==> config.mk <==
export PLATFORM = sky130hd
export DESIGN_NAME = reg_file_wb
export DESIGN_NICKNAME = d
export VERILOG_FILES = /design/src/rtl/reg_file_wb.sv
export SDC_FILE = /design/constraint.sdc
export NUM_CORES = 2
export LEC_CHECK = 0
export BUFFER_PORTS_ARGS = -buffer_cell sky130_fd_sc_hd__buf_2
export CAP_MARGIN = 20
export CELL_PAD_IN_SITES_DETAIL_PLACEMENT = 0
export CELL_PAD_IN_SITES_GLOBAL_PLACEMENT = 1
export CORE_AREA = 2 2 355 357
export DETAILED_ROUTE_END_ITERATION = 7
export DIE_AREA = 0 0 357 359
export GPL_ROUTABILITY_DRIVEN = 0
export HOLD_SLACK_MARGIN = 0.02
export PLACE_DENSITY = 0.84
export SYNTH_ARGS = -nofsm -noshare
export SYNTH_HDL_FRONTEND = slang
export SYNTH_SLANG_ARGS = --single-unit
==> constraint.sdc <==
create_clock -name clk -period 5.2 [get_ports clk]
set_clock_uncertainty 0.15 [all_clocks]
set_input_delay 0.26 -clock clk [delete_from_list [all_inputs] [get_ports clk]]
set_output_delay 0.26 -clock clk [all_outputs]
set_load 0.005 [all_outputs]
==> src/rtl/reg_file_wb.sv <==
// Register file with write-back source select and a commit counter for the single-cycle CPU.
// Optional macro REGFILE_BYPASS_EN forwards same-cycle write data onto ReadData1/ReadData2.
module reg_file_wb #(
  parameter int DATA_W   = 32,
  parameter int ADDR_W   = 5,
  parameter int NUM_REGS = 32
) (
  input  logic              clk,
  input  logic              rst_n,
  input  logic [ADDR_W-1:0] ReadReg1,
  input  logic [ADDR_W-1:0] ReadReg2,
  input  logic [ADDR_W-1:0] WriteReg,
  input  logic              RegWrite,
  input  logic [1:0]        WBSel,
  input  logic [DATA_W-1:0] ALUResult,
  input  logic [DATA_W-1:0] MemReadData,
  input  logic [DATA_W-1:0] LinkAddr,
  input  logic [ADDR_W-1:0] DbgReg,
  output logic [DATA_W-1:0] ReadData1,
  output logic [DATA_W-1:0] ReadData2,
  output logic [DATA_W-1:0] WriteData,
  output logic [DATA_W-1:0] DbgData,
  output logic [15:0]       WriteCount
);

  logic [DATA_W-1:0] regs [NUM_REGS];
  logic [DATA_W-1:0] stored1;
  logic [DATA_W-1:0] stored2;
  logic              commit;

  function automatic logic [DATA_W-1:0] wb_select(
    input logic [1:0]        sel,
    input logic [DATA_W-1:0] alu,
    input logic [DATA_W-1:0] mem,
    input logic [DATA_W-1:0] link
  );
    logic [DATA_W-1:0] r;
    case (sel)
      2'b00:   r = alu;
      2'b01:   r = mem;
      2'b10:   r = link;
      default: r = '0;
    endcase
    return r;
  endfunction

  assign WriteData = wb_select(WBSel, ALUResult, MemReadData, LinkAddr);

  // Writes to register 0 are dropped and never counted.
  assign commit = RegWrite && (WriteReg != '0);

  always_ff @(posedge clk or negedge rst_n) begin
    if (!rst_n) begin
      for (int i = 0; i < NUM_REGS; i++) regs[i] <= '0;
      WriteCount <= '0;
    end else if (commit) begin
      regs[WriteReg] <= WriteData;
      WriteCount     <= WriteCount + 16'd1;
    end
  end

  assign stored1 = (ReadReg1 == '0) ? '0 : regs[ReadReg1];
  assign stored2 = (ReadReg2 == '0) ? '0 : regs[ReadReg2];
  assign DbgData = (DbgReg   == '0) ? '0 : regs[DbgReg];

`ifdef REGFILE_BYPASS_EN
  assign ReadData1 = (commit && (ReadReg1 == WriteReg)) ? WriteData : stored1;
  assign ReadData2 = (commit && (ReadReg2 == WriteReg)) ? WriteData : stored2;
`else
  assign ReadData1 = stored1;
  assign ReadData2 = stored2;
`endif

endmodule

==> results.txt <==
----------------------------------------------------
[Clocking]
  CTS tree ... done
  Number of buffers added for setup after CTS ... 0
  Cts-stage hold buffer count ... 42
  Clk sink count ... 1,040
  Total clock buffers created by CTS ... 112
  CTS max path bufs ... 3
  Number of gates resized after cts ... 0
  Max H-tree Level ... 3
  Skew-Pair Late Insertion Delay ... 720 ps
  Clock transition at the register clock pins on the worst setup and hold paths after CTS ... 60 ps
  Clock Tree Root ... clkbuf_16

[Synth]
  Part of the Yosys area used for sequential elements ... 42.1%
  Number of distinct library cells after synthesis ... 47
  Area contributors post-synth ... dfrtp_1 (42%), mux4_2 (23%), mux2i_1 (6.1%), a21oi_1 (4.8%), o21ai_0 (3.9%)
  Post-Synthesis Mean Instance Area ... 11.1 µm²
  Largest area contributor in the netlist ... dfrtp_1
  Post-Synthesis Net Count ... 5,699
  Number of enable flip-flop cells after synthesis ... 0
  Synth Warn # ... 0
  Top FF cell, synth ... dfrtp_1
  Post-Synthesis Cells ... 5,577
  Yosys top cell area share ... 42.1%
  Number of synthesized register bits ... 1,040
  Ys async rst share ... 100%
  Mapped cell area ... 61,800 µm²

[Timing]
  Unrepaired setup endpoints after global routing ... no
  Worst-margin pin slew ... 1240 ps
  Final worst path period share ... 79.6%
  Number of hold-slack violations in the final timing report ... 0
  Maximum frequency from static timing analysis ... 242 MHz
  Total negative slack for setup checks ... 0 ps
  Max-slew headroom ... 17.6%
  Setup-failing EPs final ... 0
  Tmin final ... 4140 ps
  Final Max Tran Viols ... 0

[Worst hold path]
  Worst Hold Path EP ... WriteCount[0]
  Startpoint of the worst hold path ... WriteReg[0]
  Number of cells traversed by the worst hold path ... 4
  Worst min-delay path category ... input port to flop

[Pwr]
  Standby leakage power ... 29.2 nW
  Total power after layout ... 27.0 mW
  Worst supply voltage drop on vdd ... 321 µV
  Power density relative to cell area ... 390 nW/µm²

[Drt]
  Vias per Instance ... 7.07
  Routed Wire Length ... 236,000 µm
  DRC errors left ... 0
  Number of violations reported at the end of detailed-routing iteration 0 ... 7,435
  Detailed-route wire length per cell ... 32.3 µm
  Via count ... 51,800
  Total iterations of the first detailed-routing run ... 6
  Post-route antenna net violation count ... 0

[Status]
  Run status ... finished, final reports clean

[Global routing]
  Global routing usage summed across all routing layers ... 36.6%
  Number of global-route vias before repair ... 50,000
  Initial antenna violation count ... 21
  Wire length of the first global-routing pass ... 344,000 µm
  Total grt overflow ... 0
  Maximum number of pins on one net before global-route repair ... 144

[Setup path]
  Critical R2R Launch ... WriteCount[0]
  CP Data Required Time ... 4790 ps
  Critical Path AT ... 3730 ps
  Crit end category ... primary output
  Register-to-register setup slack ... 3040 ps
  CP max FO ... 36
  R2R depth ... 4
  Critical Path Start Type ... input port
  Capturing point of the worst reg2reg path ... WriteCount[9]
  Worst setup path category ... input port to primary output

[Cells and area]
  Area added between synthesis and finish ... 12.0%
  Final core utilization ... 55.5%
  Fill cell total of the finished layout ... 10,500
  Most frequent standard cell in the layout excluding fill and tap cells ... dfrtp_1
  Commonest non-fill, non-tap cells in the layout ... dfrtp_1 (1,040), mux4_2 (643), a21oi_1 (561)
  Fraction of final layout cells sized beyond drive strength 1 ... 25.6%
  Layout Cell Area excl Fill ... 69,200 µm²
  Number of nets at the end of the flow ... 5,691

[Placement]
  IO buf count ... 264
  Area post-placement ... 64,700 µm²
  Hpwl dp ... 145,000 µm

[Die]
  Ports ... 265
  DIE AREA ... 128,000 µm²
  Initial Util ... 49.6%
  Number of cell rows ... 130
  Die outline height ... 359 µm
  Area of the core ... 125,000 µm²
  Die W ... 357 µm

[Run]
  Number of max-capacitance violations reported ... 0

----------------------------------------------------
==> worst max path at each step <==
stage                      startpoint             to  slack, ps  cells after the start
final                     ReadReg2[3]  ReadData2[15]       1060                      7
after global routing      ReadReg2[3]  ReadData2[15]       1180                      7
after floorplan           ReadReg2[0]  ReadData2[15]       2890                      9
after CTS                 ReadReg2[3]  ReadData2[21]       1380                      7
after detailed placement  ReadReg2[3]  ReadData2[21]       1380                      7
after global placement    ReadReg2[3]  ReadData2[15]       1490                      7
==> cells in the mapped netlist (46+ instances only) <==
master / number
dfrtp_1: 1040
a21oi_1: 593
o21ai_0: 481
a22oi_1: 105
nor2_1: 565
a211oi_1: 62
clkbuf_1: 442
mux4_2: 643
mux2_2: 57
mux2i_1: 376
o22ai_1: 95
nor3_1: 69
buf_2: 119
nor2b_1: 46
nand2_1: 519
a22o_1: 54
==> worst max-delay path, stage by stage <==
cell,delay (ps)
buf_2,780
and2_4,860
buf_4,370
a22o_1,300
a2111oi_0,110
nor3_1,770
buf_2,240
==> stage by stage <==
step,std cells,hold slack [ps],worst slack [ps]
final,7324,58.5,1060
after global placement,7054,131,1490
after global routing,7313,69.6,1180
after floorplan,5577,-186,2890
after CTS,7306,26.9,1380
after detailed placement,7056,136,1380
==> state kept, by name (all words and copies together) (netlist names) <==
name,cells
WriteCount,16
regs,1024
==> power breakdown <==
group | internal [mW] | total, mW | leakage, nW | switching, mW
logic | 3.53 | 6.84 | 14.1 | 3.31
registers | 9.72 | 11.5 | 13.2 | 1.81
clock network | 5.06 | 8.60 | 1.93 | 3.54
==> metal layers <==
layer  GRT usage, %  wire [µm]  vias to the layer above
met5              0        178                        -
met4           20.9      15100                       26
met3           12.6      33400                      875
met2           51.3     101000                     4025
met1           49.6      86700                    26000
li1               -          -                    20800
==> kinds of logic (layout without fill, tap and decap cells) <==
logic type                 after synthesis  count (layout)  synth area share (%)
other                                    0              11                     0
DFF                                   1040            1040                  42.1
and+or+nand+nor                       1296            1296                  8.62
buffers and inverters                  673             759                  4.86
AOI/OAI and AO/OA                     1476            1476                  13.6
xor gates and xnor gates                15              15                 0.213
adders and majority gates                1               1                0.0202
muxes                                 1076            1076                  30.6
==> area by class of cell <==
cell class / count / area (µm²) / area share [%]
Multi-Input combinational cell: 3864 / 33200 / 48.0
Sequential cell: 1040 / 26000 / 37.6
Timing Repair Buffer: 515 / 3790 / 5.48
Clock buffer: 159 / 3270 / 4.72
Tap cell: 1650 / 2060 / 2.98
Clock inverter: 49 / 666 / 0.962
Inverter: 36 / 135 / 0.195
Antenna cell: 11 / 27.5 / 0.0398
No activity file was read; power rests on OpenSTA's default activity.
